===== src/rtl/if_fetch_unit.sv =====
// Instruction-fetch stage: owns the PC, issues single-outstanding imem requests
// over req/gnt/rvalid and drives the IF/ID register with stall, skid and redirect handling.
module if_fetch_unit #(
    parameter logic [31:0] RESET_PC  = 32'h0000_0000,
    parameter logic [31:0] NOP_INSTR = 32'h0000_0013
) (
    input  logic        clk,
    input  logic        rst_n,
    input  logic        stall_i,
    input  logic        redirect_i,
    input  logic [31:0] redirect_pc_i,
    output logic        imem_req_o,
    output logic [31:0] imem_addr_o,
    input  logic        imem_gnt_i,
    input  logic        imem_rvalid_i,
    input  logic [31:0] imem_rdata_i,
    output logic [31:0] pc_o,
    output logic [31:0] if_id_pc_o,
    output logic [31:0] if_id_pc_plus4_o,
    output logic [31:0] if_id_instr_o,
    output logic        if_id_valid_o,
    output logic        misalign_o
);

    typedef enum logic [2:0] {BOOT, FETCH, WAIT, HOLD, DROP} state_t;

    state_t      state_q, state_d;
    logic [31:0] pc_q, pc_d;
    logic        skid_vld_q;
    logic [31:0] skid_pc_q, skid_instr_q;
    logic [31:0] if_id_pc_q, if_id_instr_q;
    logic        if_id_valid_q;
    logic        misalign_q;

    logic        deliver, capture;
    logic [31:0] deliver_pc, deliver_instr;
    logic [31:0] redirect_tgt;

    assign redirect_tgt = {redirect_pc_i[31:2], 2'b00};

    // Next state plus the one-cycle deliver/capture strobes; redirect always wins.
    always_comb begin
        state_d       = state_q;
        deliver       = 1'b0;
        capture       = 1'b0;
        deliver_pc    = pc_q;
        deliver_instr = imem_rdata_i;
        unique case (state_q)
            BOOT: state_d = FETCH;
            FETCH: begin
                if (redirect_i) begin
                    state_d = imem_gnt_i ? DROP : FETCH;
                end else if (imem_gnt_i) begin
                    state_d = WAIT;
                end
            end
            WAIT: begin
                if (redirect_i) begin
                    state_d = imem_rvalid_i ? FETCH : DROP;
                end else if (imem_rvalid_i) begin
                    if (stall_i) begin
                        capture = 1'b1;
                        state_d = HOLD;
                    end else begin
                        deliver = 1'b1;
                        state_d = FETCH;
                    end
                end
            end
            HOLD: begin
                if (redirect_i) begin
                    state_d = FETCH;
                end else if (!stall_i && skid_vld_q) begin
                    deliver       = 1'b1;
                    deliver_pc    = skid_pc_q;
                    deliver_instr = skid_instr_q;
                    state_d       = FETCH;
                end
            end
            DROP: begin
                // The cancelled response is swallowed here whatever pc_q now holds.
                if (imem_rvalid_i) begin
                    state_d = FETCH;
                end
            end
            default: state_d = BOOT;
        endcase
    end

    always_comb begin
        pc_d = pc_q;
        if (redirect_i) begin
            pc_d = redirect_tgt;
        end else if (deliver) begin
            pc_d = deliver_pc + 32'd4;
        end
    end

    always_ff @(posedge clk or negedge rst_n) begin
        if (!rst_n) begin
            state_q    <= BOOT;
            pc_q       <= RESET_PC;
            misalign_q <= 1'b0;
        end else begin
            state_q    <= state_d;
            pc_q       <= pc_d;
            misalign_q <= redirect_i && (redirect_pc_i[1:0] != 2'b00);
        end
    end

    always_ff @(posedge clk or negedge rst_n) begin
        if (!rst_n) begin
            skid_vld_q   <= 1'b0;
            skid_pc_q    <= 32'd0;
            skid_instr_q <= NOP_INSTR;
        end else if (redirect_i || deliver) begin
            skid_vld_q <= 1'b0;
        end else if (capture) begin
            skid_vld_q   <= 1'b1;
            skid_pc_q    <= pc_q;
            skid_instr_q <= imem_rdata_i;
        end
    end

    // IF/ID: flush beats stall, stall beats delivery, otherwise a bubble keeps the pc fields.
    always_ff @(posedge clk or negedge rst_n) begin
        if (!rst_n) begin
            if_id_valid_q <= 1'b0;
            if_id_instr_q <= NOP_INSTR;
            if_id_pc_q    <= 32'd0;
        end else if (redirect_i) begin
            if_id_valid_q <= 1'b0;
            if_id_instr_q <= NOP_INSTR;
        end else if (!stall_i) begin
            if (deliver) begin
                if_id_valid_q <= 1'b1;
                if_id_instr_q <= deliver_instr;
                if_id_pc_q    <= deliver_pc;
            end else begin
                if_id_valid_q <= 1'b0;
                if_id_instr_q <= NOP_INSTR;
            end
        end
    end

    assign imem_req_o       = (state_q == FETCH);
    assign imem_addr_o      = pc_q;
    assign pc_o             = pc_q;
    assign if_id_pc_o       = if_id_pc_q;
    assign if_id_pc_plus4_o = if_id_pc_q + 32'd4;
    assign if_id_instr_o    = if_id_instr_q;
    assign if_id_valid_o    = if_id_valid_q;
    assign misalign_o       = misalign_q;

endmodule


===== config.mk =====
export PLATFORM = sky130hd
export DESIGN_NAME = if_fetch_unit
export DESIGN_NICKNAME = d
export VERILOG_FILES = /design/src/rtl/if_fetch_unit.sv
export SDC_FILE = /design/constraint.sdc
export NUM_CORES = 1
export LEC_CHECK = 0
export ABC_CLOCK_PERIOD_IN_PS = 3800
export BUFFER_PORTS_ARGS = -buffer_cell sky130_fd_sc_hd__buf_2
export CAP_MARGIN = 10
export CORE_UTILIZATION = 28
export CTS_CLUSTER_DIAMETER = 100
export DETAILED_ROUTE_END_ITERATION = 12
export SLEW_MARGIN = 20
export SYNTH_ARGS = -nofsm -noshare
export SYNTH_HDL_FRONTEND = slang
export SYNTH_SLANG_ARGS = --single-unit

===== constraint.sdc =====
create_clock -name clk -period 3.8 [get_ports clk]
set_input_delay 0.19 -clock clk [delete_from_list [all_inputs] [get_ports clk]]
set_output_delay 0.19 -clock clk [all_outputs]
set_load 0.05 [all_outputs]

==> qor.csv <==
metric,value,unit
status,"finished, final reports clean",
Slew @ Worst Pin,0.989,ns
Clock Tree Buf Depth,2,
number of standard cells in the final layout excluding fillers,1548,
vias in the first global route,7542,
Syn. warnings,0,
post-route ant nets,0,
max-cap violations,0,
Synthesized Nets,987,
dpl ws,0.812,ns
worst IR drop on VDD,316,µV
Fill cells,3223,
relative slew slack,34.1,%
CP max FO,18,
DR iter-0 viols,563,
synth top area cells,"dfrtp_1 (44%), mux2_2 (8.1%), mux2i_1 (6.2%)",
global route total overflow,0,
first-pass GRT wire length,44200,µm
Lkg Pwr,0.00515,µW
Post-Route Skew,0.0172,ns
clk slew on worst S/H paths,0.07,ns
P&R area growth vs syn,25.7,%
"Setup Fix Bufs, Post-CTS",0,
# DRC,0,
Final Util,35.9,%
ys async rst share,100,%
Worst setup SP type,flop,
Most used DFF post-synth,dfrtp_1,
max-slew violations,0,
synth unique cells,64,
final hold vios,0,
Die Area,0.0331,mm²
Synth top area share,44.2,%
hold_ws,0.0155,ns
Initial Util,28.6,%
DR vias/cell,5.10,
layout cells sized above 1,31.6,%
CTS buffer count,17,
setup ws final,0.813,ns
WL per Instance,18.4,µm
Placement Rows,65,
# IOs,233,
synthesized area per cell,9.91,µm²
via count,7890,
setup TNS,0,ns
initial antenna violation count,4,
final worst path period need,2.99,ns
DRT Pass-1 Iters,5,
Root Buffer Master,clkbuf_16,
Die X,182,µm
Core Region,0.0317,mm²
RSZ-0062 raised after global routing,no,
TritonCTS clock tree,done,
Post-synth EDFFs,0,
sequential share of the synthesized area,45.9,%
CTS Sinks,166,
largest net degree at the start of global routing,104,
area of the multi-input gates,0.00437,mm²
Overall Global Routing Usage,17.3,%
worst setup path category,reg2reg,
cell area after synthesis,0.00907,mm²
Required @ worst endpoint,4.15,ns
Die H,182,µm
flip-flop and latch area,0.00416,mm²
crit end category,flop,
fmax,335,MHz
"Clk Latency, worst-skew pair",0.44,ns
Final #Nets,1204,
dpl hpwl,19800,µm
Hold WC Path Type,in2reg,
Cells after DPL,1476,
htree depth,4,
Final GP Congestion,0.843,
"area leader, netlist",dfrtp_1,
total wire length,28500,µm
"FF+latch count, synth",166,
Port Buffers,232,
cell count after synthesis,915,
fin crit share,78.6,%
power density over the cells,643,mW/mm²
Worst EP arrival,3.33,ns
final setup fails,0,
[cell type report]
cell class              instances  area share (%)
well taps                     402            4.41
clock inverters                14            1.63
flip-flops and latches        166            36.5
inverters                      12           0.395
multi-input cells             647            38.3
repair buffers                288            14.9
diodes                          1          0.0220
clock buffers                  18            3.77
[sequential cells by signal, indices dropped and copies added, names as in the netlist]
signal,cells
imem_addr_o,32
skid_vld_q,1
misalign_o,1
state_q,3
skid_pc_q,32
if_id_pc_o,32
skid_instr_q,32
if_id_valid_o,1
if_id_instr_o,32
[path summary, 6_finish.rpt]
kind,start,to,slack [ns],cells past startpoint
hold reg to reg,if_id_instr_o[20],if_id_instr_o[20],0.47,2
setup reg to reg,state_q[2],imem_addr_o[28],0.81,10
hold / removal,redirect_pc_i[0],misalign_o,0.02,3
min in group asynchronous,rst_n,skid_instr_q[19],0.44,2
setup / recovery,state_q[2],imem_addr_o[28],0.81,10
max in group asynchronous,rst_n,skid_pc_q[18],2.44,3
[critical path, stage by stage, from the launching register on]
cell     delay (ns)
dfrtp_1        0.47
or3b_1         0.40
buf_4          0.23
nor2_8         0.11
mux2_2         0.17
ha_1           0.32
nand2_1        0.09
nor4_1         0.31
mux2i_2        0.26
o31a_1         0.33
o31ai_1        0.21
[metrics by stage]
stage | power, µW | instance area [µm²]
floorplan | 4770 | 9070
global placement | 5440 | 10400
detailed placement | 5490 | 10400
CTS | 7380 | 11400
global route | 7680 | 11400
finish | 7330 | 11400
[cell usage in the layout, fill, tap and decap left out, types with 19 or more instances in the layout]
| master | instances |
|---|---|
| nand2_1 | 99 |
| nand3_1 | 30 |
| a21oi_1 | 38 |
| nor2_1 | 58 |
| mux2i_1 | 56 |
| xnor2_1 | 25 |
| dfrtp_1 | 160 |
| buf_2 | 231 |
| nand4_1 | 19 |
| o21ai_0 | 49 |
| dlygate4sd3_1 | 39 |
| mux2_2 | 65 |
| nor3_1 | 25 |
[synth_stat cells (8+ instances only)]
library cell,n
nand3_1,30
mux2_2,65
and3_1,11
nand4_1,19
clkbuf_1,30
xor2_1,17
nor4_1,15
a21oi_1,38
o221ai_1,8
buf_4,36
xnor2_1,25
a22oi_1,16
mux2i_1,56
inv_1,12
o31ai_1,11
nand2_1,99
nor2_1,59
buf_2,19
nor2b_1,14
o21ai_0,49
a31oi_1,11
nor3_1,25
dfrtp_1,160
[per-layer routing]
| layer | GRT usage [%] | part of all wire [%] | up-vias |
|---|---|---|---|
| li1 | - | - | 3709 |
| met1 | 23.5 | 46 | 3824 |
| met2 | 27.7 | 46 | 319 |
| met3 | 4.35 | 6.8 | 34 |
| met4 | 3.80 | 1.2 | 4 |
| met5 | 0 | 0.077 | - |
[where the power goes]
| group | leakage [µW] | switching (µW) | internal (µW) |
|---|---|---|---|
| sequential | 0.00215 | 523 | 2210 |
| combinational | 0.00271 | 1970 | 785 |
| clock | 0.000291 | 795 | 1050 |
| total | 0.00515 | 3280 | 4050 |
[repair_timing]
action,in CTS,in global routing
resized for setup,0,0
hold buffers,39,0
endpoints found under the hold margin,134,0
setup endpoints to repair,0,0
[logic make-up after synthesis]
family | share of synthesized area [%]
AOI/OAI and AO/OA | 12.6
adders and majority gates | 0.276
muxes | 14.4
DFF | 45.9
xor gates and xnor gates | 4.06
and+or+nand+nor | 16.6
buffers and inverters | 6.11
(Power assumes the default switching activity.)
